$ cat src/rtl/ras_linked_stack.sv
// ============================================================================
// Module      : ras_linked_stack
// Description : Return-address stack kept as a linked list of nodes. Each
//               node stores a return address and the index of the node below
//               it. Node indices come from an external memory allocator,
//               which this block drives through alloc / de_alloc /
//               last_alloc_addr. A flush walks the list and frees one node
//               per cycle.
// Ports       : clk, reset            clock, async active-high reset
//               push, pop, push_data  call / return requests
//               flush                 discard the whole stack (multi-cycle)
//               busy                  flush walk in progress
//               top_data, top_valid   zero-latency top of stack
//               count, full           live node count, count == DEPTH
//               overflow, underflow   sticky dropped-push / dropped-pop flags
//               alloc, alloc_addr     take the allocator's next free node
//               de_alloc,
//               last_alloc_addr       return the top node to the allocator
// Revision    : 1.0 - initial release
// ============================================================================
`default_nettype none

module ras_linked_stack #(
    parameter int ADDR  = 4,
    parameter int DEPTH = 16,
    parameter int WIDTH = 32
) (
    input  logic             clk,
    input  logic             reset,
    input  logic             push,
    input  logic             pop,
    input  logic [WIDTH-1:0] push_data,
    input  logic             flush,
    output logic             busy,
    output logic [WIDTH-1:0] top_data,
    output logic             top_valid,
    output logic [ADDR:0]    count,
    output logic             full,
    output logic             overflow,
    output logic             underflow,
    output logic             alloc,
    input  logic [ADDR-1:0]  alloc_addr,
    output logic             de_alloc,
    output logic [ADDR-1:0]  last_alloc_addr
);

    localparam logic [ADDR:0] c_depth = (ADDR+1)'(DEPTH);
    localparam logic [ADDR:0] c_one   = (ADDR+1)'(1);

    typedef enum logic [0:0] {
        S_IDLE  = 1'b0,
        S_FLUSH = 1'b1
    } state_t;

    state_t            r_state;
    state_t            w_next_state;
    logic [ADDR-1:0]   r_top_ptr;
    logic [ADDR:0]     r_count;
    logic              r_overflow;
    logic              r_underflow;

    logic [WIDTH-1:0]  r_node_data [DEPTH];
    logic [ADDR-1:0]   r_node_prev [DEPTH];

    logic              w_alloc;
    logic              w_de_alloc;
    logic              w_tail;
    logic              w_ovf_set;
    logic              w_udf_set;
    logic              w_empty;
    logic              w_full;

    assign w_empty = (r_count == '0);
    assign w_full  = (r_count == c_depth);

    // ------------------------------------------------------------------------
    // Next-state and allocator handshake decode
    // ------------------------------------------------------------------------
    always_comb begin
        w_next_state = r_state;
        w_alloc      = 1'b0;
        w_de_alloc   = 1'b0;
        w_tail       = 1'b0;
        w_ovf_set    = 1'b0;
        w_udf_set    = 1'b0;
        case (r_state)
            S_IDLE: begin
                if (flush) begin
                    // Flushing an empty stack is a no-op; otherwise the walk
                    // starts next cycle and nothing is freed this cycle.
                    if (!w_empty) begin
                        w_next_state = S_FLUSH;
                    end
                end else if (push && pop && !w_empty) begin
                    // Tail call: overwrite the top in place, list unchanged.
                    w_tail = 1'b1;
                end else if (push) begin
                    if (w_full) begin
                        w_ovf_set = 1'b1;
                    end else begin
                        w_alloc = 1'b1;
                    end
                end else if (pop) begin
                    if (w_empty) begin
                        w_udf_set = 1'b1;
                    end else begin
                        w_de_alloc = 1'b1;
                    end
                end
            end
            S_FLUSH: begin
                // Free the top node each cycle; leave as the last one goes.
                w_de_alloc = !w_empty;
                if (r_count <= c_one) begin
                    w_next_state = S_IDLE;
                end
            end
            default: begin
                w_next_state = S_IDLE;
            end
        endcase
    end

    // ------------------------------------------------------------------------
    // Control state
    // ------------------------------------------------------------------------
    always_ff @(posedge clk or posedge reset) begin
        if (reset) begin
            r_state     <= S_IDLE;
            r_top_ptr   <= '0;
            r_count     <= '0;
            r_overflow  <= 1'b0;
            r_underflow <= 1'b0;
        end else begin
            r_state <= w_next_state;
            if (w_alloc) begin
                r_top_ptr <= alloc_addr;
                r_count   <= r_count + c_one;
            end else if (w_de_alloc) begin
                r_top_ptr <= r_node_prev[r_top_ptr];
                r_count   <= r_count - c_one;
            end
            if (w_ovf_set) begin
                r_overflow <= 1'b1;
            end
            if (w_udf_set) begin
                r_underflow <= 1'b1;
            end
        end
    end

    // ------------------------------------------------------------------------
    // Node storage (contents are not reset)
    // ------------------------------------------------------------------------
    always_ff @(posedge clk) begin
        if (w_alloc) begin
            r_node_data[alloc_addr] <= push_data;
            r_node_prev[alloc_addr] <= r_top_ptr;
        end else if (w_tail) begin
            r_node_data[r_top_ptr] <= push_data;
        end
    end

    // ------------------------------------------------------------------------
    // Outputs
    // ------------------------------------------------------------------------
    assign busy            = (r_state == S_FLUSH);
    assign top_data        = r_node_data[r_top_ptr];
    assign top_valid       = !w_empty;
    assign count           = r_count;
    assign full            = w_full;
    assign overflow        = r_overflow;
    assign underflow       = r_underflow;
    assign alloc           = w_alloc;
    assign de_alloc        = w_de_alloc;
    assign last_alloc_addr = r_top_ptr;

endmodule

`default_nettype wire

$ cat config.mk
export PLATFORM = sky130hd
export DESIGN_NAME = ras_linked_stack
export DESIGN_NICKNAME = d
export VERILOG_FILES = /design/src/rtl/ras_linked_stack.sv
export SDC_FILE = /design/constraint.sdc
export NUM_CORES = 1
export LEC_CHECK = 0
export CAP_MARGIN = 20
export CORE_MARGIN = 2
export CORE_UTILIZATION = 30
export DETAILED_ROUTE_END_ITERATION = 16
export GPL_ROUTABILITY_DRIVEN = 0
export SYNTH_ARGS = -nofsm -noshare
export SYNTH_HDL_FRONTEND = slang
export SYNTH_SLANG_ARGS = --single-unit
$ cat constraint.sdc
create_clock -name clk -period 8.35 [get_ports clk]
set_clock_uncertainty 0.15 [all_clocks]
set_input_delay 2.505 -clock clk [delete_from_list [all_inputs] [get_ports clk]]
set_output_delay 2.505 -clock clk [all_outputs]
set_load 0.01 [all_outputs]
# After elaboration in Yosys (flattened, before gate mapping)
# Memories as Yosys holds them, arrays and structs flattened.
# Index checks and enable logic that the tools add are counted.
# totals
ff_bits,12
ram_bits,576
out_inout_bits,48
word_cells,58
n_memories,2
# memory_table
memory,words,word_bits,rd,rd_ports_with_merged_regs,wr,line,text
r_node_data,16,32,1,0,1,62,logic [WIDTH-1:0] r_node_data [DEPTH];
r_node_prev,16,4,1,0,1,63,logic [ADDR-1:0] r_node_prev [DEPTH];
# classes
add_sub_neg,2
order_cmp,1
n_eq_ne,1
n_mux,40
bitwise_logic,1
n_reduce_logical,6
# ops
operator,count
two-way mux 1 bit,32
two-way mux 32 bit,1
OR reduction 32 bit,1
two-way mux 4 bit,3
two-way mux 5 bit,2
adder 5 x 1 -> 5 bit (second input constant),1
== test 5 bit (second input constant),1
less-or-equal comparator 5 x 1 -> 1 bit (second input constant),1
zero test 5 bit,1
subtractor 5 x 1 -> 5 bit (second input constant),1
one-hot mux 1 bit (2 select lines),2
logical AND 1 bit,2
nonzero test 2 bit,1
zero test 1 bit,1
NOT 1 bit,1

# Longest topological paths before layout
# depth
word_depth,11
ltp_mapped,9
ltp_nobuf,8

# Worst setup path before layout
# Ideal clock, no wire load.
# synth_path
path_type,input-to-output
from,input port flush
to,output port alloc
t_arrival_ps,3457
t_required_ps,5695
slack_ps,2238
path_stages,4
cell_sequence,or2_2 -> a2111o_1 -> clkinv_2 -> buf_6
# synth_via
elab_chain_cells,2
# synth_lines
element,line,text
start: declaration,33,"input logic flush,"
two-way mux 1 bit,88,if (flush) begin
two-way mux 1 bit,86,case (r_state)
end: declaration,41,"output logic alloc,"
# Every way passes these cells.

# Worst setup path in the final report
# Ends and elaborated chain as after synthesis.

==> metrics.cfg <==
[worst_setup_path]
critPathLaunch=flush
r2r-end=r_node_data[11][2]$_DFFE_PP_
cpMostUsedCell=clkdlybuf4s50_1
crit_path_max_fanout=16
critPathMaxStageDelay_ns=0.58
arrival_ns=4.54
regToRegStartpoint=count[0]$_DFFE_PP0P_
reg2reg_depth=8
path_delay_family=buffers and inverters
crit_chain=clkdlybuf4s50_1 > or2_2 > a2111o_1 > clkinv_2 > clkdlybuf4s50_1
cp-start-kind=input pin
ff2ff_setup_slack_ns=4.21
crit_end=alloc
crit_type=in -> out
path_depth=5
cp_slowest_cell=clkdlybuf4s50_1
path_buf_inv=3
critPathRequiredTime_ns=5.70
end_kind=primary output

[sta]
tightest_slew_ns=1.15
setup_viol=0
hold-worst-slack_ns=0.352
rsz0062_at_grt=false
fmax_mhz=139
drv_slew=0
finalCriticalPeriod_ns=7.20
finalHoldViolCount=0
fin_crit_sh_pct=86.2
fin_tns_setup_ns=0
slew_headroom_pct=22.4

[clocking]
cts_buffer_depth=3
cts_root_buffer=clkbuf_16
clkTransAtPathRegs_ns=0.06
cts_setup_buffers=0
h-tree-depth=2
cts_tree=done
clk_latency_ns=0.60
cts_inserted_buffers=56
cts_resized=0
cts_hold_buf=0
clock-sinks=588

[layout]
synthToLayoutAreaGrowth_pct=17.7
final_common_cell=edfxtp_1
fin_cells=2093
final_core_util_pct=35.8
layout_common_cells=edfxtp_1 (576), mux4_2 (178), clkdlybuf4s50_1 (88), clkbuf_16 (57), buf_4 (23)
drive_gt1_share_pct=28.3
fillerInstances=6685
final_nets=1124

[die]
ioPinCount=89
start_util_pct=30.4
die_w_um=279
die-area_um2=78000
coreArea_um2=74700
core.rowCount=100
dieHeight_um=279

[pwr]
p_per_area_nw_per_um2=312
ir_drop_mv=0.177
p_leak_nw=8.12

[logic_synthesis]
synthTopCellsByArea=edfxtp_1 (76%), mux4_2 (18%), dfrtp_1 (1.3%)
synth_edf_count=576
synth_cell_types=47
synth_ff_type=edfxtp_1
synth.cell_area_um2=22700
avgSynthCellArea_um2=23.7
synth_nets=1003
postSynth.asyncResetShare_pct=2.04
synth_warnings=0
synth_top_area_share_pct=76.1
syn_inst=958
yosysSeqAreaShare_pct=77.4
synth_top_cell_by_area=edfxtp_1
synth-seq-cells=588

[global_route]
grt_max_degree=81
track_usage_pct=12.7
grt_overflow=0
grt_pass1_vias=10800
antenna_found_initial=5
grt_first_pass_wirelength_um=72900

[route]
wl_per_cell_um=23.4
drt-total-wl_um=49000
viasPerCell=4.92
drcViolationCount=0
via_count=10300
ant_nets=0
drtPass1Iterations=5
dr.first_iter.drc_count=962

[worst_hold_path]
hold_class=reg -> reg

[status]
outcome=completed

[place]
dp_cells=1988
place_hpwl_um=27600
port_buffers=88

[run]
cap_violations=0

sequential cells by signal, summed over array words and instances, names as in the netlist:
name / count
r_node_data: 512
r_node_prev: 64
count: 5
last_alloc_addr: 4
busy: 1
overflow: 1
underflow: 1
cells by family (layout without fill, tap and decap cells):
kind of cell	Yosys count	after routing	synth area share [%]
AOI/OAI and AO/OA	35	35	1.12
xor gates and xnor gates	4	4	0.154
adders and majority gates	4	4	0.220
buffers and inverters	59	224	1.15
DFF	588	588	77.4
muxes	188	188	18.1
other	0	1	0
and+or+nand+nor	80	80	1.84
worst min-delay path by stage:
stage	from	endpoint	slack [ns]	cells after the start
2_1_floorplan	overflow$_DFFE_PP0P_	overflow$_DFFE_PP0P_	0.35	1
3_3_place_gp	overflow$_DFFE_PP0P_	overflow$_DFFE_PP0P_	0.34	1
3_5_place_dp	underflow$_DFFE_PP0P_	underflow$_DFFE_PP0P_	0.34	1
4_1_cts	underflow$_DFFE_PP0P_	underflow$_DFFE_PP0P_	0.36	1
5_1_grt	underflow$_DFFE_PP0P_	underflow$_DFFE_PP0P_	0.38	1
6_report	overflow$_DFFE_PP0P_	overflow$_DFFE_PP0P_	0.35	1
per-stage QoR:
stage | setup WS (ns) | cell area, µm² | total power [W]
floorplan | 2.24 | 22700 | 0.00505
global placement | 1.19 | 24900 | 0.00599
detailed placement | 1.16 | 24900 | 0.00601
CTS | 1.15 | 26700 | 0.00849
global route | 1.05 | 26700 | 0.00871
finish | 1.15 | 26700 | 0.00835
cells in the mapped netlist, drive strengths merged, types with 6 or more instances:
master	number
edfxtp	576
mux4	178
nor2	34
clkbuf	28
buf	24
nand2	13
dfrtp	12
o21ai	9
nor3	8
mux2i	7
a21oi	6
nand2b	6
final cells by class:
class	instances	area, µm²	share of cell area (%)
Antenna cell	1	2.50	0.00936
Clock buffer	74	1500	5.61
Clock inverter	28	290	1.09
Inverter	7	27.5	0.103
Multi-Input combinational cell	311	5000	18.7
Sequential cell	588	17600	65.8
Tap cell	969	1210	4.53
Timing Repair Buffer	115	1110	4.14
per-layer routing:
layer	GRT usage [%]	share of wire, %	up-vias
met5	0	0.10	-
met4	3.12	1.8	8
met3	2.63	5.0	84
met2	20.3	48	252
met1	17.7	45	5600
li1	-	-	4354
power by group:
part           total (W)  switching [W]  internal (W)
Combinational    0.00231        0.00102       0.00129
Clock            0.00248        0.00108       0.00139
Sequential       0.00357       0.000215       0.00335
Total            0.00835        0.00231       0.00604
Note: power is estimated with default switching activity, not from simulation.
